[config.mk]
export PLATFORM = sky130hd
export DESIGN_NAME = icache
export DESIGN_NICKNAME = d
export VERILOG_FILES = /design/src/rtl/icache.sv
export SDC_FILE = /design/constraint.sdc
export NUM_CORES = 1
export LEC_CHECK = 0
export BUFFER_PORTS_ARGS = -buffer_cell sky130_fd_sc_hd__buf_4
export CAP_MARGIN = 10
export CORE_UTILIZATION = 60
export DETAILED_ROUTE_END_ITERATION = 16
export HOLD_SLACK_MARGIN = 0.05
export PLACE_DENSITY = 0.78
export SLEW_MARGIN = 10
export SYNTH_ARGS = -nofsm -noshare
export SYNTH_HDL_FRONTEND = slang
export SYNTH_SLANG_ARGS = --single-unit
[constraint.sdc]
create_clock -name clk -period 12.8 [get_ports clk]
set_input_delay 0.64 -clock clk [delete_from_list [all_inputs] [get_ports clk]]
set_output_delay 0.64 -clock clk [all_outputs]
set_load 0.02 [all_outputs]
[src/rtl/icache.sv]
// Direct-mapped single-word-line instruction cache with a three-word refill.
// Define ICACHE_FILL_ALL_EN to write all three refill words; otherwise only the first is kept.
module icache #(
  parameter int IDX_W = 4
) (
  input  logic        clk,
  input  logic        rst_n,
  input  logic        rdy,
  input  logic        if_req,
  input  logic [31:0] if_addr,
  input  logic        clear,
  output logic        if_valid,
  output logic [31:0] if_inst,
  output logic        ins_fetch_sig,
  output logic [31:0] ins_addr,
  input  logic        ins_fetch_done,
  input  logic [95:0] ins_data
);

  localparam int DEPTH = 1 << IDX_W;
  localparam int TAG_W = 30 - IDX_W;

  typedef enum logic [1:0] {IDLE, WAIT_MEM, RESP} state_t;

  state_t            state;
  logic              drop;
  logic              if_valid_r;
  logic [DEPTH-1:0]  valid;
  logic [31:0]       data_mem [DEPTH];
  logic [TAG_W-1:0]  tag_mem  [DEPTH];

  logic [IDX_W-1:0]  req_idx;
  logic [TAG_W-1:0]  req_tag;
  logic              hit;
  logic              fill_en;
  logic [29:0]       fill_w0;

  assign req_idx = if_addr[IDX_W+1:2];
  assign req_tag = if_addr[31:IDX_W+2];
  assign hit     = valid[req_idx] && (tag_mem[req_idx] == req_tag);
  assign fill_en = rdy && (state == WAIT_MEM) && ins_fetch_done;
  assign fill_w0 = ins_addr[31:2];

  // A clear arriving while the refill response is on the bus withdraws it.
  assign if_valid = if_valid_r && !((state == RESP) && clear);

`ifdef ICACHE_FILL_ALL_EN
  // Word arithmetic wraps the byte address modulo 2^32 for free.
  logic [29:0] fill_w1;
  logic [29:0] fill_w2;
  logic        unused_bits;
  assign fill_w1     = fill_w0 + 30'd1;
  assign fill_w2     = fill_w0 + 30'd2;
  assign unused_bits = ^{if_addr[1:0], ins_addr[1:0]};
`else
  logic unused_bits;
  assign unused_bits = ^{if_addr[1:0], ins_addr[1:0], ins_data[95:32]};
`endif

  // Data and tag arrays carry no reset; the valid bits alone qualify them.
  always_ff @(posedge clk) begin
    if (fill_en) begin
      data_mem[fill_w0[IDX_W-1:0]] <= ins_data[31:0];
      tag_mem[fill_w0[IDX_W-1:0]]  <= fill_w0[29:IDX_W];
`ifdef ICACHE_FILL_ALL_EN
      data_mem[fill_w1[IDX_W-1:0]] <= ins_data[63:32];
      tag_mem[fill_w1[IDX_W-1:0]]  <= fill_w1[29:IDX_W];
      data_mem[fill_w2[IDX_W-1:0]] <= ins_data[95:64];
      tag_mem[fill_w2[IDX_W-1:0]]  <= fill_w2[29:IDX_W];
`endif
    end
  end

  always_ff @(posedge clk or negedge rst_n) begin
    if (!rst_n) begin
      state         <= IDLE;
      drop          <= 1'b0;
      valid         <= '0;
      if_valid_r    <= 1'b0;
      if_inst       <= '0;
      ins_fetch_sig <= 1'b0;
      ins_addr      <= '0;
    end else if (rdy) begin
      case (state)
        IDLE: begin
          if_valid_r <= 1'b0;
          // Skipping lookup right after a hit pulse stops a held request from hitting twice.
          if (if_req && !clear && !if_valid_r) begin
            if (hit) begin
              if_valid_r <= 1'b1;
              if_inst    <= data_mem[req_idx];
            end else begin
              ins_fetch_sig <= 1'b1;
              ins_addr      <= {if_addr[31:2], 2'b00};
              state         <= WAIT_MEM;
            end
          end
        end
        WAIT_MEM: begin
          if (ins_fetch_done) begin
            ins_fetch_sig           <= 1'b0;
            valid[fill_w0[IDX_W-1:0]] <= 1'b1;
`ifdef ICACHE_FILL_ALL_EN
            valid[fill_w1[IDX_W-1:0]] <= 1'b1;
            valid[fill_w2[IDX_W-1:0]] <= 1'b1;
`endif
            if (drop || clear) begin
              drop  <= 1'b0;
              state <= IDLE;
            end else begin
              if_valid_r <= 1'b1;
              if_inst    <= ins_data[31:0];
              state      <= RESP;
            end
          end else if (clear) begin
            drop <= 1'b1;
          end
        end
        RESP: begin
          if_valid_r <= 1'b0;
          state      <= IDLE;
        end
        default: state <= IDLE;
      endcase
    end
  end

endmodule

=== After elaboration in Yosys (flattened, before gate mapping) ===
Memory sizes are Yosys's and may differ from the RTL's.
Cells that the tools add are included.
W data, S select, Z words.

* Register bits after elaboration: 83
* Memory bits (writable): 928
* Input port bits: 134
* Word-level logic and storage cells: 74
* Memories: 2

{| class="wikitable"
|+ Memory list
! name !! depth !! width !! read ports !! clocked after memory_dff !! write ports !! line !! text
|-
| data_mem || 16 || 32 || 1 || 0 || 1 || 29 || <nowiki>logic [31:0] data_mem [DEPTH];</nowiki>
|-
| tag_mem || 16 || 26 || 1 || 0 || 1 || 30 || <nowiki>logic [TAG_W-1:0] tag_mem [DEPTH];</nowiki>
|}

* $lt $le $gt $ge: 3
* Equality and inequality tests: 9
* Mux-type cells: 28
* Bitwise logic cells: 2
* Reductions and logical operators: 23

{| class="wikitable"
|+ Operator list
! kind !! count
|-
| $mux W32 || 4
|-
| $pmux W32 S2 || 1
|-
| $eq A26 B26 Y1 || 1
|-
| $or A16 B16 Y16 || 1
|-
| $reduce_and A4 Y1 || 4
|-
| $mux W1 || 14
|-
| $lt A4 B5 Y1 const B || 2
|-
| $ne A2 B2 Y1 const B || 5
|-
| $logic_and A1 B1 Y1 || 8
|-
| $mux W2 || 4
|-
| $reduce_and A6 Y1 || 1
|-
| $reduce_and A5 Y1 || 1
|-
| $bmux W1 S4 || 1
|-
| $demux W1 S4 || 1
|-
| $ge A4 B1 Y1 const B || 1
|-
| $pmux W2 S2 || 1
|-
| $reduce_bool A2 Y1 || 2
|-
| $logic_not A1 Y1 || 3
|-
| $pmux W1 S3 || 1
|-
| $reduce_and A3 Y1 || 1
|-
| $reduce_bool A3 Y1 || 1
|-
| $eq A2 B1 Y1 const B || 1
|-
| $eq A2 B2 Y1 const B || 1
|-
| $logic_not A2 Y1 || 1
|-
| 4 further kinds || 4
|}

=== Longest topological paths before layout ===
Gate-level depths: netlist of the first run.

* Word-level depth: 6
* Gate-level depth with buffers: 14
* Depth with buffers taken out: 9

=== Worst setup path before layout of the first run ===
No wires, ideal clock.

* Path type: register to register
* Start point: register state[1]
* End point: register valid[0]
* Data arrival time: 6.080 ns
* Required time: 12.711 ns
* Path slack: 6.631 ns
* Stages on the path, launching flop included: 8
* Buffers on the path: 1
* Clock period less this slack: 6.169 ns
* Cell sequence: dfrtp_1 -> inv_1 -> ha_1 -> clkbuf_1 -> and3_1 -> or3b_2 -> nor3_1 -> or2_2

* Word-level cells in the longest chain between the ends: 2

{| class="wikitable"
|+ RTL lines
! what !! line !! text
|-
| start: declaration || 25 || <nowiki>state_t state;</nowiki>
|-
| start signal: assignment || 76 || <nowiki>state <= IDLE;</nowiki>
|-
| start signal: assignment || 95 || <nowiki>state <= WAIT_MEM;</nowiki>
|-
| start signal: assignment || 109 || <nowiki>state <= IDLE;</nowiki>
|-
| $eq A2 B1 Y1 || 84 || <nowiki>case (state)</nowiki>
|-
| $reduce_and A3 Y1 (no source line) || -- ||
|-
| end signal: assignment || 78 || <nowiki>valid <= '0;</nowiki>
|-
| end signal: indexed assignment || 102 || <nowiki>valid[fill_w0[IDX_W-1:0]] <= 1'b1;</nowiki>
|-
| end: declaration || 28 || <nowiki>logic [DEPTH-1:0] valid;</nowiki>
|}

No other way between the ends.
A chain may end at the register's enable or synchronous reset.

=== Worst setup path in the final report of the first run ===
* Start point: input if_addr[3]
* End point: register ins_addr[21]

* Word-level cells in the longest chain between the ends: 5

{| class="wikitable"
|+ RTL lines
! what !! line !! text
|-
| start: declaration || 10 || <nowiki>input logic [31:0] if_addr,</nowiki>
|-
| $mem_v2 Z16 W26 / $bmux W1 S4 (equally long branches) || -- ||
|-
| $eq A26 B26 Y1 / $mux W1 (equally long branches) || 40 || <nowiki>assign hit = valid[req_idx] && (tag_mem[req_idx] == req_tag);</nowiki>
|-
| $logic_and A1 B1 Y1 (*) || 40 ||
|-
| $not A1 Y1 (no source line) (*) || -- ||
|-
| $reduce_and A4 Y1 (no source line) (*) || -- ||
|-
| end signal: assignment || 94 || <nowiki>ins_addr <= {if_addr[31:2], 2'b00};</nowiki>
|-
| end: declaration || 15 || <nowiki>output logic [31:0] ins_addr,</nowiki>
|}

Every way passes the cells marked *; elsewhere a longest branch is shown, timed or not. The select of a mux whose other input is x is not followed.

==> results of run 1 <==
-- path summary, 6_finish.rpt --
path	to	cells after the start	slack (ns)
max in group asynchronous	drop	3	10.88
min in group asynchronous	if_inst[31]	2	0.56
setup / recovery	ins_addr[21]	13	7.43
hold reg to reg	valid[11]	1	0.47
hold / removal	ins_addr[23]	2	0.23
setup reg to reg	if_inst[29]	10	8.84
-- state kept, by name, summed over array words and instances, names as in the netlist --
| name | flops |
|---|---|
| if_valid_r | 1 |
| data_mem | 512 |
| ins_addr | 30 |
| tag_mem | 416 |
| drop | 1 |
| if_inst | 32 |
| valid | 16 |
| ins_fetch_sig | 1 |
| state | 2 |
-- repair_timing --
action | 4_1_cts | 5_1_grt
setup endpoints to repair | 0 | 0
hold buffers | 1 | 0
hold endpoints to repair | 28 | 0
-- kinds of logic (layout without fill, tap and decap cells) --
group,Yosys count,count (layout),synth area share
simple gates,231,231,0.0276
other cells,1,4,0.0000946
flops,1011,1011,0.756
compound gates,83,83,0.0152
xor+xnor,38,38,0.00840
mux,390,390,0.180
buf+inv,100,349,0.0121
fa+ha+maj,4,4,0.00126
-- power by group through the flow --
stage / combinational (mW) / clock [mW] / sequential [mW]
floorplan: 0.474 / 0 / 4.34
global placement: 0.968 / 0 / 4.28
detailed placement: 0.990 / 0 / 4.31
CTS: 1.01 / 3.00 / 4.25
global route: 1.05 / 3.11 / 4.29
finish: 1.00 / 2.97 / 4.25
-- metal layers --
metal  up-vias  share of wire  routed length (um)
met5         -        0.00031                  28
met4         4          0.026                2330
met3       166          0.088                7970
met2      1096           0.51               46200
met1     10323           0.37               33800
li1       7995              -                   -
-- per-stage QoR --
stage,power (mW),cells,setup WS (ns)
floorplan,4.82,1859,6.63
global route,8.45,2965,7.07
global placement,5.25,2787,6.83
finish,8.22,2965,7.43
detailed placement,5.30,2787,6.82
CTS,8.25,2963,7.43
-- layout by cell type, fill, tap and decap left out, types with 9 or more instances in the layout --
cell                        synthesis  layout
sky130_fd_sc_hd__a221oi_1          11      11
sky130_fd_sc_hd__nor2b_1            9       9
sky130_fd_sc_hd__nor2_4             0      13
sky130_fd_sc_hd__mux2_2            22      22
sky130_fd_sc_hd__mux2_4            30      30
sky130_fd_sc_hd__clkinv_1           1      17
sky130_fd_sc_hd__o22ai_1           14      14
sky130_fd_sc_hd__nand2_1          117     117
sky130_fd_sc_hd__o21ai_0           10      10
sky130_fd_sc_hd__buf_4              7     159
sky130_fd_sc_hd__nor2_1            29      16
sky130_fd_sc_hd__clkbuf_16          0      98
sky130_fd_sc_hd__dfrtp_1           83      83
sky130_fd_sc_hd__or2_2             17      17
sky130_fd_sc_hd__edfxtp_1         928     928
sky130_fd_sc_hd__clkinv_2           0      17
sky130_fd_sc_hd__nand2b_1           9       9
sky130_fd_sc_hd__mux4_2           239     239
sky130_fd_sc_hd__mux2i_1           63      63
sky130_fd_sc_hd__mux2_1            36      36
sky130_fd_sc_hd__xnor2_1           20      20
sky130_fd_sc_hd__xor2_1            18      18
sky130_fd_sc_hd__bufinv_16          0      15
sky130_fd_sc_hd__clkbuf_8           0      10
-- layout make-up --
class	count	area, um2	area share
flip-flops and latches	1011	29900	0.666
inverters	10	38.8	0.000863
clock buffers	115	2610	0.0580
diodes	2	5.00	0.000111
clock inverters	60	711	0.0158
well taps	855	1070	0.0238
multi-input cells	748	9330	0.207
repair buffers	164	1260	0.0281
==> parameters.txt, run 1 <==
Parameter                              Value

GRT
  GR Layer Usage met2 ... 0.460
  Busiest layer in global routing ... met2
  Leftover overflow at the end of global routing ... 0
  Met1 GRT Util ... 0.376
  First-pass GRT wire length ... 133 mm
  Vias in the first global route ... 20729
  Maximum number of pins on one net before global-route repair ... 115
  GR Layer Usage met3 ... 0.0449
  Global-route usage over all layers ... 0.276
  Antenna violations before repair ... 4

Synth
  Avg Inst Size Synth ... 21.3 um2
  Count leader, synth ... sky130_fd_sc_hd__edfxtp_1
  Sequential cell area fraction in the yosys report ... 0.756
  Count of flip-flops with a built-in enable after synthesis ... 928
  Cell area after technology mapping ... 0.0396 mm2
  Commonest cells in the netlist ... sky130_fd_sc_hd__edfxtp_1 (928), sky130_fd_sc_hd__mux4_2 (239), sky130_fd_sc_hd__nand2_1 (117), sky130_fd_sc_hd__dfrtp_1 (83), sky130_fd_sc_hd__mux2i_1 (63)
  Largest cells by area after synthesis ... sky130_fd_sc_hd__edfxtp_1 (70%), sky130_fd_sc_hd__mux4_2 (14%), sky130_fd_sc_hd__dfrtp_1 (5.2%)
  Primary flip-flop cell chosen by synthesis mapping ... sky130_fd_sc_hd__edfxtp_1
  Netlist cell types ... 60
  Async set-reset flop share out of synthesis ... 0.0821
  Synthesized instance count ... 1858
  Top-area cell type share of the netlist area ... 0.703
  Yosys warning total ... 0
  Total of flip-flops plus latches after synthesis ... 1011
  Cell taking the most area after synthesis ... sky130_fd_sc_hd__edfxtp_1

Place
  Placer congestion estimate ... 0.794
  HPWL after detailed placement ... 44.3 mm
  PortBufs ... 131
  Post-DP Area ... 0.0416 mm2

Power
  Combinational Power Share ... 0.122
  Maximum resistive drop on vdd ... 0.109 mV
  Sw Pwr ... 2.05 mW
  Share of power burned in registers ... 0.517
  Sw Share ... 0.250
  P_leak ... 15.2 nW
  Share of total power in the clock network ... 0.361
  Internal power ... 6.16 mW
  Power per cell area ... 183 mW/mm2

Timing
  Final Setup Violations ... 0
  Clock Skews ... 0.0285 ns
  Worst hold slack across all endpoints ... 0.231 ns
  Unrepaired setup endpoints after global routing ... false
  Final setup TNS ... 0 ns
  Max-slew violation count ... 0
  Fmax achieved ... 186 MHz
  Final hold violations ... 0
  Ratio of final minimum period to clock period ... 0.420
  Normalized max-slew margin ... 0.245
  Final min period ... 5.37 ns
  Measured slew at the worst slew-check pin ... 1.13 ns

Critical path
  Slowest Stage Delay on Critical Path ... 0.89 ns
  CP Data Arrival Time ... 5.89 ns
  Maximum fanout count along the critical path ... 71
  Cell-by-cell listing of the critical path ... clkbuf_8 > buf_4 > buf_4 > nand2_1 > o221ai_1 > mux2i_1 > nor4_1 > or4b_1 > nor3_1 > and4bb_1 > nor2_4 > buf_4 > mux2_1
  Required arrival time at the worst endpoint ... 13.31 ns
  Worst setup startpoint ... if_addr[3]
  Worst path most repeated cell ... sky130_fd_sc_hd__buf_4
  Crit path kind ... input pin to flip-flop
  Worst reg2reg startpoint ... tag_mem[13][24]
  Cell with the biggest individual delay on the critical path ... sky130_fd_sc_hd__buf_4
  Critical Path End Type ... flip-flop
  Kind of cell adding the most delay to the critical path ... buffers and inverters
  Worst Path Buf+Inv ... 4
  Setup crit start kind ... input pin

Run status
  Status ... finished clean

Min path
  Path class of the lowest-slack min-delay path ... input pin to flip-flop
  Source of the worst hold timing path ... if_addr[23]

CTS
  Clock-pin slew on the worst setup and hold paths ... 0.07 ns
  Depth of the CTS H-tree ... 3
  Clock buffers created by TritonCTS ... 95
  TritonCTS clock tree ... done
  Post-cts repair resize count ... 0
  Root buffer cell ... sky130_fd_sc_hd__clkbuf_16
  Insertion delay to the later sink of the worst-skew pair ... 0.66 ns
  Worst-case clock buffer depth ... 3
  Clock sink count ... 1011
  # Post-CTS Setup Buffers ... 0

Layout
  Filler cell count in the final layout ... 3712
  Post-route design area ... 0.0450 mm2
  Layout-stage area growth over the synthesis result ... 13.5%
  Layout cell share with drive strength beyond 1 ... 0.306
  Final core utilization ... 0.694
  Final-stage net count ... 2168

Job
  Max-cap violations ... 0

Floorplanning
  Initial Util ... 0.611
  Die Height ... 259 um
  Total Die Area ... 0.0671 mm2
  Horizontal extent of the die ... 259 um
  Count of boundary I/O pins ... 200
  Number of cell rows ... 93
  Core Footprint ... 0.0648 mm2

Routing
  First-pass iteration count of the detailed router ... 6
  Final wirelength ... 90.3 mm
  Via count ... 19584
  Vias per cell ... 6.61
  Average detailed-routed wire length per instance ... 30.4 um
  Initial detailed-routing violation count ... 2405
  Post-detailed-route DRC marker count ... 0
  Number of routed nets with antenna violations ... 0
No activity file was read; power rests on OpenSTA's default activity.
==> run 2, diff against run 1 <==
- CORE_UTILIZATION: 60 -> 55
- PLACE_DENSITY: 0.78 -> 0.76
- clock period: 12.8 -> 4.55 ns (I/O delays scaled with it)
==> run 2 against run 1 <==
Via count up 0.90%; die area grew 9.0%; non-clock buffer count rose by 92; worst setup slack worse by 6.6 ns; power rose to 2.9 times the previous value; routed wire length is 0.26% lower; clock power rose to 2.9 times the previous value.
==> parameters.txt, run 2 (synthesized netlist as in run 1, its figures left out) <==
Parameter                              Value

Run status
  Status ... finished clean (unchanged)

GRT
  First-pass GRT wire length ... 134 mm (was 133 mm)
  Vias in the first global route ... 20696 (was 20729)
  Maximum number of pins on one net before global-route repair ... 65 (was 115)
  Antenna violations before repair ... 6 (was 4)
  Global-route usage over all layers ... 0.250 (was 0.276)
  Leftover overflow at the end of global routing ... 0 (unchanged)

CTS
  # Post-CTS Setup Buffers ... 0 (unchanged)
  Clock-pin slew on the worst setup and hold paths ... 0.06 ns (was 0.07 ns)
  Clock buffers created by TritonCTS ... 98 (was 95)
  Worst-case clock buffer depth ... 3 (unchanged)
  Post-cts repair resize count ... 0 (unchanged)
  Depth of the CTS H-tree ... 3 (unchanged)
  Insertion delay to the later sink of the worst-skew pair ... 0.66 ns (about the same)
  TritonCTS clock tree ... done (unchanged)
  Root buffer cell ... sky130_fd_sc_hd__clkbuf_16 (unchanged)
  Number of hold-repair buffers added at the cts stage ... 63 (was 1)
  Clock sink count ... 1011 (unchanged)

Place
  Placed cell count ... 2912 (was 2787)
  HPWL after detailed placement ... 47.0 mm (was 44.3 mm)
  Placer congestion estimate ... 0.745 (was 0.794)
  PortBufs ... 131 (unchanged)

Timing
  Final hold violations ... 0 (unchanged)
  Ratio of final minimum period to clock period ... 0.820
  Fmax achieved ... 268 MHz
  Normalized max-slew margin ... 0.317 (was 0.245)
  Final min period ... 3.73 ns
  Clock Skews ... 0.0232 ns (was 0.0285 ns)
  Worst hold slack across all endpoints ... 0.0903 ns (was 0.231 ns)
  Measured slew at the worst slew-check pin ... 1.02 ns (was 1.13 ns)
  Unrepaired setup endpoints after global routing ... false (unchanged)
  Final Setup Violations ... 0 (unchanged)
  Max-slew violation count ... 0 (unchanged)

Floorplanning
  Core Footprint ... 0.0714 mm2 (was 0.0648 mm2)
  Total Die Area ... 0.0731 mm2 (was 0.0671 mm2)
  Horizontal extent of the die ... 270 um (was 259 um)
  Count of boundary I/O pins ... 200 (unchanged)
  Initial Util ... 0.555 (was 0.611)
  Number of cell rows ... 98 (was 93)
  Die Height ... 270 um (was 259 um)

Critical path
  Register-to-Register Setup Slack ... 0.82 ns (was 8.84 ns)
  Cell depth of the worst flop-to-flop path ... 10 (unchanged)
  Maximum fanout count along the critical path ... 30 (was 71)
  Crit path kind ... flip-flop to flip-flop (was input pin to flip-flop)
  Required arrival time at the worst endpoint ... 5.06 ns (was 13.31 ns)
  End of the worst register-to-register path ... ins_addr[26] (was if_inst[29])
  Worst reg2reg startpoint ... tag_mem[13][1] (was tag_mem[13][24])
  Setup crit start kind ... flip-flop (was input pin)
  Critical Path End Type ... flip-flop (unchanged)
  CP Data Arrival Time ... 4.24 ns (was 5.89 ns)

Power
  Maximum resistive drop on vdd ... 0.381 mV (was 0.109 mV)
  Post-layout power ... 23.5 mW (was 8.22 mW)
  Power per cell area ... 508 mW/mm2 (was 183 mW/mm2)
  P_leak ... 15.7 nW (was 15.2 nW)

Min path
  Path class of the lowest-slack min-delay path ... input pin to flip-flop (unchanged)
  Worst hold path endpoint ... if_valid_r (was ins_addr[23])
  WHS Path Cells ... 4 (was 2)
  Source of the worst hold timing path ... if_req (was if_addr[23])

Layout
  Final-stage net count ... 2263 (was 2168)
  Number of flip-flops in the largest register ... 512 (unchanged)
  Filler cell count in the final layout ... 4540 (was 3712)
  Most frequent cells in the layout ... sky130_fd_sc_hd__edfxtp_1 (928), sky130_fd_sc_hd__mux4_2 (239), sky130_fd_sc_hd__buf_4 (179) (was sky130_fd_sc_hd__edfxtp_1 (928), sky130_fd_sc_hd__mux4_2 (239), sky130_fd_sc_hd__buf_4 (159))
  Leading cell type in the layout, fill and taps excluded ... sky130_fd_sc_hd__edfxtp_1 (unchanged)
  Layout-stage area growth over the synthesis result ... 16.7% (was 13.5%)
  Number of cells in the finished layout apart from fillers ... 3164 (was 2965)
  Layout cell share with drive strength beyond 1 ... 0.308 (was 0.306)

Job
  Max-cap violations ... 0 (unchanged)

Routing
  Number of routed nets with antenna violations ... 0 (unchanged)
  Post-detailed-route DRC marker count ... 0 (unchanged)
  Via count ... 19761 (was 19584)
  First-pass iteration count of the detailed router ... 5 (was 6)
  Final wirelength ... 90.0 mm (was 90.3 mm)
  Average detailed-routed wire length per instance ... 28.5 um (was 30.4 um)
  Vias per cell ... 6.25 (was 6.61)
  Initial detailed-routing violation count ... 2143 (was 2405)
## run 2: cell types whose count changed in the layout (fill, tap and decap cells not counted), sizes merged
cell         previous run  this run
clkinvlp                3         6
dlygate4sd3             1        63
clkbuf                116       133
clkinv                 41        32
inv                    11        10
bufinv                 15        16
diode                   2         3
buf                   162       192
## run 2: worst max-delay path by stage
stage	from	endpoint
final	tag_mem[13][1]	ins_addr[26]
after global routing	tag_mem[12][24]	if_inst[27]
after CTS	tag_mem[12][1]	if_inst[22]
after detailed placement	if_addr[5]	if_inst[24]
after global placement	if_addr[5]	if_inst[27]
after floorplan	state[1]	data_mem[2][0]
## run 2: worst max-delay path, stage by stage, from the launching register on
cell	delay, ns
sky130_fd_sc_hd__edfxtp_1	0.37
sky130_fd_sc_hd__mux4_2	0.47
sky130_fd_sc_hd__mux2i_1	0.18
sky130_fd_sc_hd__xnor2_1	0.08
sky130_fd_sc_hd__nor3_1	0.40
sky130_fd_sc_hd__o211ai_1	0.19
sky130_fd_sc_hd__or4_1	0.74
sky130_fd_sc_hd__and4bb_1	0.49
sky130_fd_sc_hd__nor2_4	0.08
sky130_fd_sc_hd__buf_12	0.20
sky130_fd_sc_hd__mux2_1	0.37
## run 2: power breakdown
part | leakage, nW | internal (mW) | switching (mW)
Combinational | 4.63 | 1.26 | 1.59
Clock | 1.70 | 5.21 | 3.43
Sequential | 9.40 | 11.2 | 0.787
## run 2: routing by layer
metal | global-route usage | part of all wire | vias to the layer above
met4 | 0.0767 | 0.024 | 4
met1 | 0.340 | 0.39 | 10440
li1 | - | - | 8184
met2 | 0.417 | 0.51 | 992
met3 | 0.0449 | 0.080 | 141
met5 | 0 | 0.00024 | -
## run 2: cell type report
cell class / instances / area, um2 / area share
Antenna cell: 3 / 7.51 / 0.000162
Clock inverter: 54 / 713 / 0.0154
Inverter: 10 / 38.8 / 0.000838
Sequential cell: 1011 / 29900 / 0.647
Tap cell: 950 / 1190 / 0.0257
Timing Repair Buffer: 256 / 2230 / 0.0483
Multi-Input combinational cell: 748 / 9350 / 0.202
Clock buffer: 132 / 2780 / 0.0602
## run 2: stage by stage
step | worst slack [ns] | instance area [um2] | util | TNS [ns]
finish | 0.821 | 46300 | 0.648 | 0
global route | 0.693 | 46300 | 0.648 | 0
CTS | 0.842 | 46300 | 0.648 | 0
detailed placement | 0.399 | 42100 | 0.590 | 0
global placement | 0.495 | 42100 | 0.590 | 0
floorplan | -0.0296 | 39700 | - | -3.43
